===== src/rtl/ppu_bg_fetch.sv =====
// NES PPU background pipeline: loopy scroll counters, NT/AT/PT fetch FSM and pixel shifters.
// Optional PPU_BG_CLIP_EN: force palette_idx_out to 0 in pixels 0..7 while clip_in=1.
module ppu_bg_fetch #(
  parameter int PREFETCH_TILES = 2,
  parameter int SHIFT_W        = 8 * PREFETCH_TILES
) (
  input  logic        clk_in,
  input  logic        rst_in,
  input  logic        en_in,
  input  logic [2:0]  fv_in,
  input  logic [4:0]  vt_in,
  input  logic        v_in,
  input  logic [2:0]  fh_in,
  input  logic [4:0]  ht_in,
  input  logic        h_in,
  input  logic        s_in,
  input  logic [9:0]  nes_x_in,
  input  logic [9:0]  nes_y_in,
  input  logic [9:0]  nes_y_next_in,
  input  logic        pix_pulse_in,
  input  logic [7:0]  vram_d_in,
  input  logic        vram_ack_in,
  output logic        vram_req_out,
  output logic [13:0] vram_a_out,
  input  logic        ri_upd_cntrs_in,
  input  logic        ri_inc_addr_in,
  input  logic        ri_inc_addr_amt_in,
  input  logic        clip_in,
  output logic [3:0]  palette_idx_out,
  output logic        underrun_out,
  output logic [2:0]  fsm_state_out
);

  typedef enum logic [2:0] {
    S_IDLE = 3'd0,
    S_NT   = 3'd1,
    S_AT   = 3'd2,
    S_PT0  = 3'd3,
    S_PT1  = 3'd4,
    S_DONE = 3'd5
  } state_t;

  localparam logic [9:0] X_PF_END = 10'(320 + 8 * PREFETCH_TILES);

  state_t r_state, w_state_nxt;

  logic [2:0] r_fvc;
  logic [4:0] r_vtc;
  logic       r_vc;
  logic [4:0] r_htc;
  logic       r_hc;

  logic [7:0] r_par;
  logic [1:0] r_ar;
  logic [7:0] r_pd0, r_pd1;

  logic [SHIFT_W-1:0] r_bit0, r_bit1;
  logic [SHIFT_W-8:0] r_bit2, r_bit3;
  logic               r_underrun;

  logic       w_y_active, w_x_active, w_window;
  logic       w_load_pt, w_shift_pt, w_line_end, w_v_load, w_v_inc;
  logic       w_underrun_evt;
  logic [1:0] w_at_bits;
  logic [7:0] w_ld_pd0, w_ld_pd1;
  logic [1:0] w_ld_ar;
  logic       w_clip;

  function automatic logic [7:0] rev8(input logic [7:0] b);
    logic [7:0] r;
    for (int i = 0; i < 8; i++) r[i] = b[7-i];
    return r;
  endfunction

  assign w_y_active = en_in && ((nes_y_in < 10'd240) || (nes_y_next_in == 10'd0));
  assign w_x_active = (nes_x_in < 10'd256) || ((nes_x_in >= 10'd320) && (nes_x_in < X_PF_END));
  assign w_window   = w_y_active && w_x_active;

  assign w_load_pt      = pix_pulse_in && w_window && (nes_x_in[2:0] == 3'd7);
  assign w_shift_pt     = pix_pulse_in && w_window && !w_load_pt;
  assign w_line_end     = pix_pulse_in && w_y_active && (nes_x_in == 10'd319);
  assign w_v_load       = w_line_end && (nes_y_next_in == 10'd0);
  assign w_v_inc        = w_line_end && !w_v_load && (nes_y_next_in != nes_y_in);
  assign w_underrun_evt = w_load_pt && (r_state != S_DONE);

  // Scroll counters; register-interface increment beats a counter load, which beats scroll events.
  always_ff @(posedge clk_in or posedge rst_in) begin
    if (rst_in) begin
      r_fvc <= 3'd0;
      r_vtc <= 5'd0;
      r_vc  <= 1'b0;
      r_htc <= 5'd0;
      r_hc  <= 1'b0;
    end else if (ri_inc_addr_in) begin
      if (ri_inc_addr_amt_in)
        {r_fvc, r_vc, r_hc, r_vtc} <= {r_fvc, r_vc, r_hc, r_vtc} + 10'd1;
      else
        {r_fvc, r_vc, r_hc, r_vtc, r_htc} <= {r_fvc, r_vc, r_hc, r_vtc, r_htc} + 15'd1;
    end else if (ri_upd_cntrs_in) begin
      {r_fvc, r_vc, r_hc, r_vtc, r_htc} <= {fv_in, v_in, h_in, vt_in, ht_in};
    end else begin
      if (w_line_end)
        {r_hc, r_htc} <= {h_in, ht_in};
      else if (w_load_pt)
        {r_hc, r_htc} <= {r_hc, r_htc} + 6'd1;
      if (w_v_load) begin
        {r_vc, r_vtc, r_fvc} <= {v_in, vt_in, fv_in};
      end else if (w_v_inc) begin
        if ((r_vtc == 5'd29) && (r_fvc == 3'd7)) begin
          r_vtc <= 5'd0;
          r_fvc <= 3'd0;
          r_vc  <= ~r_vc;
        end else begin
          {r_vc, r_vtc, r_fvc} <= {r_vc, r_vtc, r_fvc} + 9'd1;
        end
      end
    end
  end

  always_ff @(posedge clk_in or posedge rst_in) begin
    if (rst_in)
      r_underrun <= 1'b0;
    else if (w_underrun_evt)
      r_underrun <= 1'b1;
    else if (w_v_load && !ri_inc_addr_in && !ri_upd_cntrs_in)
      r_underrun <= 1'b0;
  end

  always_ff @(posedge clk_in or posedge rst_in) begin
    if (rst_in) r_state <= S_IDLE;
    else        r_state <= w_state_nxt;
  end

  // Handshake: vram_req_out stays high for the whole fetch state; the cycle with
  // vram_ack_in=1 completes the read, vram_d_in is captured then and the FSM advances.
  always_comb begin
    w_state_nxt  = r_state;
    vram_req_out = 1'b0;
    vram_a_out   = {r_fvc[1:0], r_vc, r_hc, r_vtc, r_htc};
    case (r_state)
      S_IDLE: if (w_window && (nes_x_in[2:0] == 3'd0)) w_state_nxt = S_NT;
      S_NT: begin
        vram_req_out = 1'b1;
        vram_a_out   = {2'b10, r_vc, r_hc, r_vtc, r_htc};
        if (vram_ack_in) w_state_nxt = S_AT;
      end
      S_AT: begin
        vram_req_out = 1'b1;
        vram_a_out   = {2'b10, r_vc, r_hc, 4'b1111, r_vtc[4:2], r_htc[4:2]};
        if (vram_ack_in) w_state_nxt = S_PT0;
      end
      S_PT0: begin
        vram_req_out = 1'b1;
        vram_a_out   = {1'b0, s_in, r_par, 1'b0, r_fvc};
        if (vram_ack_in) w_state_nxt = S_PT1;
      end
      S_PT1: begin
        vram_req_out = 1'b1;
        vram_a_out   = {1'b0, s_in, r_par, 1'b1, r_fvc};
        if (vram_ack_in) w_state_nxt = S_DONE;
      end
      S_DONE: if (w_load_pt) w_state_nxt = S_IDLE;
      default: w_state_nxt = S_IDLE;
    endcase
    if (!en_in || w_underrun_evt) w_state_nxt = S_IDLE;
  end

  // Attribute quadrant select: byte >> {VT[1],HT[1],0}, low two bits.
  always_comb begin
    w_at_bits = vram_d_in[1:0];
    case ({r_vtc[1], r_htc[1]})
      2'b00:   w_at_bits = vram_d_in[1:0];
      2'b01:   w_at_bits = vram_d_in[3:2];
      2'b10:   w_at_bits = vram_d_in[5:4];
      default: w_at_bits = vram_d_in[7:6];
    endcase
  end

  always_ff @(posedge clk_in or posedge rst_in) begin
    if (rst_in) begin
      r_par <= 8'd0;
      r_ar  <= 2'd0;
      r_pd0 <= 8'd0;
      r_pd1 <= 8'd0;
    end else if (vram_ack_in) begin
      case (r_state)
        S_NT:    r_par <= vram_d_in;
        S_AT:    r_ar  <= w_at_bits;
        S_PT0:   r_pd0 <= vram_d_in;
        S_PT1:   r_pd1 <= vram_d_in;
        default: ;
      endcase
    end
  end

  assign w_ld_pd0 = w_underrun_evt ? 8'd0 : r_pd0;
  assign w_ld_pd1 = w_underrun_evt ? 8'd0 : r_pd1;
  assign w_ld_ar  = w_underrun_evt ? 2'd0 : r_ar;

  // Bit 0 of each shifter is the current pixel; new tiles enter reversed at the top.
  always_ff @(posedge clk_in or posedge rst_in) begin
    if (rst_in) begin
      r_bit0 <= '0;
      r_bit1 <= '0;
      r_bit2 <= '0;
      r_bit3 <= '0;
    end else if (w_load_pt) begin
      r_bit0 <= {rev8(w_ld_pd0), r_bit0[SHIFT_W-8:1]};
      r_bit1 <= {rev8(w_ld_pd1), r_bit1[SHIFT_W-8:1]};
      r_bit2 <= {w_ld_ar[0], r_bit2[SHIFT_W-8:1]};
      r_bit3 <= {w_ld_ar[1], r_bit3[SHIFT_W-8:1]};
    end else if (w_shift_pt) begin
      r_bit0 <= {1'b0, r_bit0[SHIFT_W-1:1]};
      r_bit1 <= {1'b0, r_bit1[SHIFT_W-1:1]};
      r_bit2 <= {r_bit2[SHIFT_W-8], r_bit2[SHIFT_W-8:1]};
      r_bit3 <= {r_bit3[SHIFT_W-8], r_bit3[SHIFT_W-8:1]};
    end
  end

`ifdef PPU_BG_CLIP_EN
  assign w_clip = clip_in && (nes_x_in < 10'd8);
`else
  assign w_clip = clip_in & 1'b0;
`endif

  assign palette_idx_out = w_clip ? 4'd0
                         : {r_bit3[fh_in], r_bit2[fh_in], r_bit1[fh_in], r_bit0[fh_in]};
  assign underrun_out    = r_underrun;
  assign fsm_state_out   = r_state;

endmodule


===== config.mk =====
export PLATFORM = sky130hd
export DESIGN_NAME = ppu_bg_fetch
export DESIGN_NICKNAME = d
export VERILOG_FILES = /design/src/rtl/ppu_bg_fetch.sv
export SDC_FILE = /design/constraint.sdc
export NUM_CORES = 1
export LEC_CHECK = 0
export BUFFER_PORTS_ARGS = -buffer_cell sky130_fd_sc_hd__buf_4
export CORE_AREA = 2 2 78 135
export DETAILED_ROUTE_END_ITERATION = 8
export DIE_AREA = 0 0 80 137
export PLACE_DENSITY = 0.79
export SETUP_SLACK_MARGIN = 0.5
export SLEW_MARGIN = 25
export SYNTH_ARGS = -nofsm -noshare
export SYNTH_HDL_FRONTEND = slang
export SYNTH_SLANG_ARGS = --single-unit

===== constraint.sdc =====
create_clock -name clk_in -period 2.95 [get_ports clk_in]
set_input_delay 0.1475 -clock clk_in [delete_from_list [all_inputs] [get_ports clk_in]]
set_output_delay 0.1475 -clock clk_in [all_outputs]
set_load 0.05 [all_outputs]

==> impl_metrics.env, run 1 <==
export IMPL_slowest_stage="dfrtp_1"
export IMPL_multi_input_area_um2=2950
export IMPL_crit_required_ns=2.80
export IMPL_antenna_found_initial=0
export IMPL_cts_htree_levels=3
export IMPL_cts_reportedPaths_clkPinSlew_ns=0.07
export IMPL_crit_chain="buf_4 > nor2b_1 > nand2_1 > o221ai_1 > buf_4"
export IMPL_drt_iter0_markers=198
export IMPL_track_usage_pct=28.4
export IMPL_slowest_delay_ns=0.54
export IMPL_cts_tree="yes"
export IMPL_place_hpwl_um=11100
export IMPL_post_route_util_pct=67.4
export IMPL_yosys_area_share_xor_xnor_pct=2.55
export IMPL_ioPinCount=89
export IMPL_vias=4755
export IMPL_syn_nets=610
export IMPL_synth_area_top_cells="dfrtp_1 (43%), mux2_2 (13%), mux4_2 (4.1%)"
export IMPL_min_to="r_pd1[5]"
export IMPL_period_minus_slack_ns=2.39
export IMPL_internal_power_mw=2.66
export IMPL_p_per_area_nw_per_um2=636
export IMPL_synthFlopType="dfrtp_1"
export IMPL_synth_compound_area_share_pct=17.7
export IMPL_async_flop_share_pct=100
export IMPL_rows=48
export IMPL_port_buffers=87
export IMPL_cp_common_cell="buf_4"
export IMPL_cts_root_buf="clkbuf_16"
export IMPL_final_setup_tns_ns=0
export IMPL_dieWidth_um=80
export IMPL_p_leak_nw=3.03
export IMPL_slew_viol_final=0
export IMPL_syn_cell_area_um2=5490
export IMPL_wire_per_inst_um=20.0
export IMPL_syn_inst=539
export IMPL_yosysTopAreaCell="dfrtp_1"
export IMPL_switchingPower_mw=1.56
export IMPL_skew_ns=0.0112
export IMPL_worstRegToRegCells=6
export IMPL_drc_errors=0
export IMPL_cts_path_max_buffers=2
export IMPL_antenna_diode_count=0
export IMPL_fp_dieArea_um2=11000
export IMPL_numClockSinks=95
export IMPL_tightest_slew_ns=0.655
export IMPL_post_place_ws_ns=0.579
export IMPL_timing_worst_setup_path_type="flip-flop to primary output"
export IMPL_min_path_cells=2
export IMPL_drt_total_wl_um=15000
export IMPL_pwr_share_clk_pct=28.3
export IMPL_layout_common_cells="buf_4 (100), dfrtp_1 (93), mux2_2 (65)"
export IMPL_synthAdderAreaFrac_pct=1.14
export IMPL_hp_start="vram_d_in[5]"
export IMPL_cts_setup_buffers=0
export IMPL_irDropWorstVdd_uv=400
export IMPL_crit_arrival_ns=2.24
export IMPL_grt_pass1_vias=4860
export IMPL_core_um2=9850
export IMPL_rsz0062_at_grt="false"
export IMPL_grt_overflow=0
export IMPL_relSlewSlack_pct=56.2
export IMPL_drt_first_pass_iters=6
export IMPL_hold_class="input pin to flip-flop"
export IMPL_status="finished clean"
export IMPL_ant_nets=0
export IMPL_setup_ws_ns=0.565
export IMPL_synth_area_mux_share_pct=18.5
export IMPL_r2r_slack_ns=0.70
export IMPL_combPwrFrac_pct=32.0
export IMPL_setup_viol=0
export IMPL_layout_commonest_cell="buf_4"
export IMPL_drive_above_1_share_pct=34.1
export IMPL_reg2reg_from="r_htc[1]"
export IMPL_power_mw=4.22
export IMPL_ys_seq_area_share_pct=43.3
export IMPL_start_util_pct=55.8
export IMPL_yosys_area_share_simple_pct=13.5
export IMPL_fin_crit_sh_pct=80.9
export IMPL_clock_latency_ns=0.35
export IMPL_grt_pass1_wl_um=23900
export IMPL_endpoint_kind="primary output"
export IMPL_die_h_um=137
export IMPL_ys_ff_latch=95
export IMPL_synth_top_area_share_pct=43.3
export IMPL_crit_fanout=15
export IMPL_final_hold_viol_count=0
export IMPL_seq_power_share_pct=39.7
export IMPL_synth_top_family_by_area="multiplexers"
export IMPL_max_freq_mhz=419
export IMPL_fill_cells=784
export IMPL_yosys_cell_types_count=63
export IMPL_viasPerCell=6.37
export IMPL_start_kind="flip-flop"
export IMPL_grt_max_degree=65
export IMPL_nets=688
export IMPL_cts_made_buffers=9
export IMPL_netSwitchingFraction_pct=36.9
export IMPL_seq_area_um2=2380
export IMPL_max_cap_violations=0
export IMPL_syn_avg_cell_area_um2=10.2
export IMPL_yosysWarnings=0
export IMPL_area_growth_pct=20.9
export IMPL_timing_rr_end="r_fvc[0]"
export IMPL_synth_edf_count=0
export IMPL_place_gp_congestion=0.939
-- area by class of cell --
cell class / count / area share (%)
clock buffers: 11 / 3.66
clock inverters: 5 / 0.961
inverters: 10 / 0.622
multi-input cells: 398 / 44.5
flip-flops and latches: 95 / 35.8
well taps: 125 / 2.36
repair buffers: 103 / 12.1
-- per-stage QoR --
| stage | instance area [um2] | hold slack, ns | cells |
|---|---|---|---|
| floorplan | 5510 | 0.298 | 539 |
| global placement | 6300 | 0.407 | 729 |
| detailed placement | 6300 | 0.426 | 729 |
| CTS | 6600 | 0.0600 | 745 |
| global route | 6640 | 0.0819 | 747 |
| finish | 6640 | 0.0803 | 747 |
-- per-layer routing --
| layer | track usage (%) | share of wire, % |
|---|---|---|
| met2 | 50.9 | 54 |
| met4 | 18.3 | 5.6 |
| met1 | 30.6 | 36 |
| met3 | 4.02 | 4.5 |
| met5 | 0 | 0 |
-- logic make-up (layout without fill, tap and decap cells) --
family | count (synthesis) | in the layout
AOI/OAI and AO/OA | 143 | 143
xor gates and xnor gates | 16 | 16
adders and majority gates | 5 | 5
buffers and inverters | 46 | 129
DFF | 95 | 95
muxes | 81 | 81
and+or+nand+nor | 153 | 153
-- critical path: cells and delay by family (launching register included) --
family | cells | cell delay [ns]
DFF | 1 | 0.54
buffers and inverters | 2 | 0.50
AOI/OAI and AO/OA | 1 | 0.24
and+or+nand+nor | 2 | 0.60
-- Yosys cell counts (6+ instances only) --
| master | count |
|---|---|
| mux4_2 | 10 |
| and3_1 | 6 |
| xor2_1 | 11 |
| a31oi_1 | 6 |
| mux2_2 | 65 |
| a22o_1 | 8 |
| nor3_1 | 14 |
| a21oi_1 | 22 |
| a22oi_1 | 16 |
| mux2i_1 | 6 |
| o22ai_1 | 9 |
| nand2_1 | 54 |
| o21ai_0 | 38 |
| nor2_1 | 28 |
| dfrtp_1 | 95 |
| inv_1 | 9 |
| nand3_1 | 18 |
| nand4_1 | 8 |
| clkbuf_1 | 29 |
-- registers in the layout, indices dropped and copies added, names as in the netlist --
| name | count |
|---|---|
| r_bit0 | 16 |
| r_par | 8 |
| r_htc | 5 |
| r_vc | 1 |
| r_ar | 2 |
| fsm_state_out | 3 |
| r_fvc | 3 |
| r_pd0 | 8 |
| r_bit1 | 16 |
| r_hc | 1 |
| r_pd1 | 8 |
| r_vtc | 5 |
| r_bit3 | 9 |
| underrun_out | 1 |
| r_bit2 | 9 |
-- power by group through the flow --
stage / Clock (mW) / Combinational, mW / Sequential, mW
after floorplan: 0 / 0.997 / 1.56
after global placement: 0 / 1.31 / 1.68
after detailed placement: 0 / 1.34 / 1.68
after CTS: 1.21 / 1.35 / 1.66
after global routing: 1.25 / 1.44 / 1.69
final: 1.19 / 1.35 / 1.68
-- worst max-delay path by stage --
| stage | startpoint | endpoint | slack, ns | cells after the start |
|---|---|---|---|---|
| after floorplan | fsm_state_out[1] | vram_a_out[2] | 0.54 | 6 |
| after global placement | nes_x_in[5] | r_htc[1] | 0.60 | 7 |
| after detailed placement | nes_y_next_in[4] | r_htc[1] | 0.58 | 7 |
| after CTS | fsm_state_out[2] | vram_a_out[11] | 0.52 | 5 |
| after global routing | fsm_state_out[1] | vram_a_out[3] | 0.52 | 5 |
| final | fsm_state_out[1] | vram_a_out[3] | 0.56 | 5 |
-- what timing repair did --
action                                  in CTS  in global routing
resized for setup                            1                  3
endpoints found under the hold margin        0                 18
hold buffers                                 0                  1
endpoints found under the setup margin       3                  4
Note: power is estimated with default switching activity, not from simulation.
==> inputs of run 2 (changes only) <==
- ABC_AREA: not set -> 1
- CORE_AREA: 2 2 78 135 -> 2 2 82 142
- DIE_AREA: 0 0 80 137 -> 0 0 84 144
- PLACE_DENSITY: 0.79 -> 0.76
- clock period: 2.95 -> 1.97 ns (I/O delays scaled with it)
==> run 2 against run 1 <==
Total power is 130% higher. The flow now finishes with violations (setup timing). Worst setup slack worse by 0.66 ns. Sequential share of layout area is 5.9 points lower. Die area is 10% higher. Worst hold slack worse by 0.023 ns. Largest power group is now combinational logic.
==> impl_metrics.env, run 2 <==
export IMPL_crit_arrival_ns=1.97
export IMPL_async_flop_share_pct=100
export IMPL_max_cap_violations=0
export IMPL_fin_crit_sh_pct=105
export IMPL_drc_errors=0
export IMPL_failed_checks="setup timing"
export IMPL_synth_area_top_cells="dfrtp_1 (43%), nand2_1 (13%), o21ai_0 (7.0%)"
export IMPL_layout_commonest_cell="nand2_1"
export IMPL_start_kind="flip-flop"
export IMPL_rsz0062_at_grt="true"
export IMPL_final_hold_viol_count=0
export IMPL_cts_htree_levels=3
export IMPL_synth_top_area_share_pct=42.7
export IMPL_cts_tree="yes"
export IMPL_endpoint_kind="primary output"
export IMPL_ioPinCount=89
export IMPL_p_per_area_nw_per_um2=1190
export IMPL_slowest_stage="dfrtp_2"
export IMPL_cts_path_max_buffers=2
export IMPL_drt_total_wl_um=18400
export IMPL_yosys_cell_types_count=41
export IMPL_layout_common_cells="nand2_1 (176), buf_4 (126), dfrtp_1 (84)"
export IMPL_p_leak_nw=3.79
export IMPL_area_growth_pct=43.8
export IMPL_worstSetupStartpoint="fsm_state_out[0]"
export IMPL_start_util_pct=50.4
export IMPL_synth_edf_count=0
export IMPL_wire_per_inst_um=17.8
export IMPL_grt_overflow=0
export IMPL_irDropWorstVdd_uv=1680
export IMPL_cts_reportedPaths_clkPinSlew_ns=0.07
export IMPL_viasPerCell=5.88
export IMPL_syn_inst=754
export IMPL_ys_seq_area_share_pct=42.7
export IMPL_vias=6078
export IMPL_antenna_diode_count=0
export IMPL_antenna_found_initial=0
export IMPL_stdcell_count=1034
export IMPL_synth_most_common_cell="nand2_1"
export IMPL_drt_iter0_markers=517
export IMPL_synthFlopType="dfrtp_1"
export IMPL_ys_ff_latch=95
export IMPL_status="finished, violations left"
export IMPL_setup_viol=11
export IMPL_skew_ns=0.00873
export IMPL_fp_dieArea_um2=12100
export IMPL_tightest_slew_ns=0.610
export IMPL_port_buffers=87
export IMPL_cts_root_buf="clkbuf_16"
export IMPL_reg2reg_from="fsm_state_out[0]"
export IMPL_period_minus_slack_ns=2.07
export IMPL_timing_worst_setup_path_type="flip-flop to primary output"
export IMPL_die_h_um=144
export IMPL_yosysTopAreaCell="dfrtp_1"
export IMPL_fill_cells=788
export IMPL_crit_fanout=5
export IMPL_grt_pass1_wl_um=26900
export IMPL_ant_nets=0
export IMPL_dp_cells=958
export IMPL_min_path_cells=3
export IMPL_worstRegToRegCells=13
export IMPL_track_usage_pct=27.8
export IMPL_final_setup_tns_ns=-0.690
export IMPL_drive_above_1_share_pct=36.8
export IMPL_syn_cell_area_um2=5560
export IMPL_cts_made_buffers=9
export IMPL_drt_first_pass_iters=5
export IMPL_top_regs="r_bit0 x16, r_bit1 x16"
export IMPL_max_freq_mhz=483
export IMPL_clock_latency_ns=0.35
export IMPL_power_mw=9.53
export IMPL_place_hpwl_um=11100
export IMPL_slowest_delay_ns=0.44
export IMPL_syn_nets=825
export IMPL_hp_start="ht_in[4]"
export IMPL_r2r_slack_ns=0.12
export IMPL_grt_pass1_vias=5823
export IMPL_hold_class="input pin to flip-flop"
export IMPL_core_um2=11000
export IMPL_numClockSinks=95
export IMPL_timing_rr_end="fsm_state_out[2]"
export IMPL_syn_avg_cell_area_um2=7.38
export IMPL_crit_required_ns=1.87
export IMPL_synth_commonest_cells="nand2_1 (188), dfrtp_1 (95), inv_1 (95)"
export IMPL_slew_viol_final=0
export IMPL_place_gp_congestion=0.972
export IMPL_nets=968
export IMPL_min_to="r_htc[4]"
export IMPL_dieWidth_um=84
export IMPL_setup_ws_ns=-0.0990
export IMPL_relSlewSlack_pct=59.3
export IMPL_rows=51
export IMPL_post_place_ws_ns=0.232
export IMPL_crit_chain="inv_2 > nor2_4 > nand2_2 > inv_2 > nor2_4 > a21oi_4 > buf_8 > o221ai_4 > buf_6"
export IMPL_grt_max_degree=67
export IMPL_yosysWarnings=0
-- run 2: cell count changes after synthesis, moves of 23 or more --
cell	delta
nand2_1	+134
inv_1	+86
mux2_2	-65
nand3_1	+49
o21ai_0	+40
nor2_1	+23
-- run 2: how the worst max path moves through the flow --
stage / endpoint / slack, ns
final: vram_a_out[0] / -0.1
after global routing: vram_a_out[0] / -0.13
after CTS: vram_a_out[3] / 0.05
after detailed placement: vram_a_out[4] / 0.23
after global placement: vram_a_out[4] / 0.27
after floorplan: vram_a_out[11] / -0.36
-- run 2: worst max-delay path: cells and delay by family, from the launching register on --
kind	cells	cell delay [ns]
flops	1	0.44
compound gates	2	0.29
simple gates	3	0.37
buf+inv	4	0.52
-- run 2: layer usage --
metal,track usage [%],wire length (um),vias up
met5,0,0,-
met4,15.7,1100,0
met3,4.45,1110,93
met2,52.5,9920,304
met1,28.8,6230,2901
li1,-,-,2780
-- run 2: power by group --
group          switching, mW  internal [mW]  leakage [nW]
combinational           2.88           1.84          2.46
sequential             0.415           2.45          1.17
clock                  0.785           1.16         0.163
total                   4.08           5.45          3.79
-- run 2: final cells by class --
type / instances / area [um2] / area share, %
clock inverters: 6 / 91.3 / 1.14
multi-input cells: 532 / 3330 / 41.6
repair buffers: 160 / 1380 / 17.3
well taps: 132 / 165 / 2.07
inverters: 99 / 399 / 4.99
clock buffers: 10 / 239 / 2.99
flip-flops and latches: 95 / 2390 / 29.9
-- run 2: repair_timing --
| action | in CTS | in global routing |
|---|---|---|
| pin swaps | 31 | 34 |
| endpoints found under the setup margin | 37 | 63 |
| buffers inserted | 42 | 16 |
| cloned | 1 | 0 |
| hold endpoints to repair | 22 | 0 |
| gates resized for setup | 114 | 72 |
| hold buffers | 1 | 0 |
-- run 2: cell families (layout without fill, tap and decap cells) --
| logic type | after synthesis | after routing | synth area share [%] |
|---|---|---|---|
| compound gates | 178 | 178 | 18.2 |
| fa+ha+maj | 5 | 5 | 1.12 |
| xor+xnor | 9 | 9 | 1.42 |
| flops | 95 | 95 | 42.7 |
| buf+inv | 127 | 275 | 9.56 |
| simple gates | 340 | 340 | 27.0 |
-- run 2: per-stage QoR --
| stage | util [%] | hold slack (ns) | cell area, um2 |
|---|---|---|---|
| floorplan | - | 0.268 | 5710 |
| CTS | 68.5 | 0.0521 | 7560 |
| detailed placement | 58.8 | 0.193 | 6500 |
| global placement | 58.8 | 0.174 | 6500 |
| global route | 72.4 | 0.0577 | 8000 |
| finish | 72.4 | 0.0571 | 8000 |
==> inputs of run 3 (changes only) <==
==> constraint.sdc (replaced) <==
create_clock -name clk_in -period 1.97 [get_ports clk_in]
set_input_delay 0.0985 -clock clk_in [delete_from_list [all_inputs] [get_ports clk_in]]
set_output_delay 0.0985 -clock clk_in [all_outputs]
set_load 0.02 [all_outputs]
==> run 3 against run 2 <==
The run still ends with setup timing left. Critical path depth unchanged. Combinational power decreased by 14%. Clock skew decreased by 0.0014 ns. Clock power decreased by 8%. Routed wire length decreased by 2.7%. Sequential cell count unchanged. Core utilization increased by 0.83 points. First-iteration DRC count decreased by 39%. Critical path type unchanged. Largest cell class unchanged.
==> impl_metrics.env, run 3 (synthesis results as in run 2) <==
export IMPL_status="finished, violations left"
export IMPL_failed_checks="setup timing"
export IMPL_p_per_area_nw_per_um2=1080
export IMPL_slew_viol_final=0
export IMPL_track_usage_pct=28.6
export IMPL_fin_crit_sh_pct=101
export IMPL_timing_worst_setup_path_type="flip-flop to primary output"
export IMPL_stdcell_count=1048
export IMPL_viasPerCell=5.56
export IMPL_dieWidth_um=84
export IMPL_hold_class="input pin to flip-flop"
export IMPL_layout_commonest_cell="nand2_1"
export IMPL_max_cap_violations=0
export IMPL_combPwrFrac_pct=46.4
export IMPL_final_hold_viol_count=0
export IMPL_slowest_stage="dfrtp_1"
export IMPL_internal_power_mw=5.31
export IMPL_clock_latency_ns=0.35
export IMPL_cts_root_buf="clkbuf_16"
export IMPL_setup_viol=4
export IMPL_drt_iter0_markers=316
export IMPL_grt_pass1_wl_um=27400
export IMPL_max_freq_mhz=503
export IMPL_cp_num_buf_inv=5
export IMPL_irDropWorstVdd_uv=871
export IMPL_cts_path_max_buffers=2
export IMPL_cts_made_buffers=9
export IMPL_endpoint_kind="primary output"
export IMPL_antenna_found_initial=0
export IMPL_skew_ns=0.00730
export IMPL_start_kind="flip-flop"
export IMPL_core_um2=11000
export IMPL_period_minus_slack_ns=1.99
export IMPL_nets=982
export IMPL_grt_max_degree=86
export IMPL_drt_total_wl_um=17900
export IMPL_wire_per_inst_um=17.0
export IMPL_drc_errors=0
export IMPL_crit_fanout=6
export IMPL_antenna_diode_count=0
export IMPL_cts_tree="yes"
export IMPL_cts_htree_levels=3
export IMPL_area_growth_pct=45.4
export IMPL_crit_required_ns=1.87
export IMPL_final_setup_tns_ns=-0.0363
export IMPL_vias=5832
export IMPL_place_hpwl_um=12000
export IMPL_grt_pass1_vias=5820
export IMPL_tightest_slew_ns=0.453
export IMPL_switchingPower_mw=3.45
export IMPL_start_util_pct=50.4
export IMPL_rsz0062_at_grt="true"
export IMPL_crit_arrival_ns=1.89
export IMPL_cts_reportedPaths_clkPinSlew_ns=0.07
export IMPL_slowest_delay_ns=0.43
export IMPL_pwr_share_clk_pct=20.5
export IMPL_dp_cells=958
export IMPL_setup_ws_ns=-0.0179
export IMPL_top_regs="r_bit0 x16, r_bit1 x16"
export IMPL_relSlewSlack_pct=69.8
export IMPL_netSwitchingFraction_pct=39.4
export IMPL_drive_above_1_share_pct=39.5
export IMPL_seq_power_share_pct=33.2
export IMPL_ioPinCount=89
export IMPL_ant_nets=0
export IMPL_numClockSinks=95
export IMPL_cp_top_family="buffers and inverters"
export IMPL_crit_chain="buf_4 > nand2_2 > inv_2 > nor2_4 > clkinvlp_4 > clkbuf_16 > a21oi_2 > o21ai_2 > buf_6"
export IMPL_rows=51
export IMPL_port_buffers=87
export IMPL_drt_first_pass_iters=5
export IMPL_die_h_um=144
export IMPL_fp_dieArea_um2=12100
export IMPL_p_leak_nw=3.83
export IMPL_place_gp_congestion=0.973
export IMPL_grt_overflow=0
export IMPL_layout_common_cells="nand2_1 (168), buf_4 (137), dfrtp_1 (81)"
-- run 3: per-layer routing --
| layer | routed length (um) | share of wire, % | track usage, % | vias up |
|---|---|---|---|---|
| li1 | - | - | - | 2803 |
| met1 | 6580 | 37 | 30.4 | 2773 |
| met2 | 9840 | 55 | 55.1 | 204 |
| met3 | 721 | 4.0 | 3.14 | 52 |
| met4 | 729 | 4.1 | 14.7 | 0 |
| met5 | 0 | 0 | 0 | - |
-- run 3: worst register-to-register path: stages (launching register included) --
cell and delay [ns]:
dfrtp_2 0.44, inv_2 0.09, buf_4 0.12, nand3_2 0.18, nand2_1 0.13, inv_1 0.12, nand2_4 0.13, nand2_1 0.07
nand2_1 0.08, nand3_2 0.12, nand2_2 0.10, nand2_1 0.06, nand2_1 0.06
-- run 3: final cells by class --
class,instances,area [um2]
Clock buffer,10,229
Timing Repair Buffer,174,1500
Tap cell,132,165
Multi-Input combinational cell,532,3320
Clock inverter,6,67.6
Sequential cell,95,2390
Fill cell,831,2950
Inverter,99,412
-- run 3: path summary, 6_finish.rpt --
check | startpoint | end | slack (ns) | cells past startpoint
min | ht_in[4] | r_htc[4] | 0.03 | 3
max | fsm_state_out[1] | vram_a_out[9] | -0.02 | 9
min reg2reg | r_bit1[1] | r_bit1[1] | 0.49 | 2
min in group asynchronous | rst_in | r_htc[2] | 0.28 | 3
max in group asynchronous | rst_in | r_vtc[1] | 0.95 | 4
max reg2reg | fsm_state_out[0] | fsm_state_out[2] | 0.22 | 12
-- run 3: timing repair --
action	4_1_cts	5_1_grt
gates resized for setup	134	84
pin swaps	39	33
endpoints found under the setup margin	45	67
endpoints found under the hold margin	10	0
hold buffers	1	0
buffers inserted	41	31
cloned	1	0
-- run 3: power by group through the flow --
stage	Clock, mW	Combinational, mW	Sequential [mW]
6_report	1.79	4.06	2.91
5_1_grt	1.86	4.38	2.96
4_1_cts	1.80	3.61	2.84
3_5_place_dp	0	2.68	2.83
3_3_place_gp	0	2.62	2.82
2_1_floorplan	0	1.74	2.75
-- run 3: stage by stage --
stage               instance area (um2)  setup slack (ns)  total power, mW  hold slack, ns  utilization (%)
floorplan                          5630             0.266             4.49           0.268                -
global route                       8090           -0.0591             9.19          0.0663             73.3
CTS                                7560          -0.00752             8.25          0.0415             68.5
detailed placement                 6420             0.198             5.52          0.0946             58.2
finish                             8090           -0.0179             8.76          0.0341             73.3
global placement                   6420             0.209             5.45          0.0938             58.2
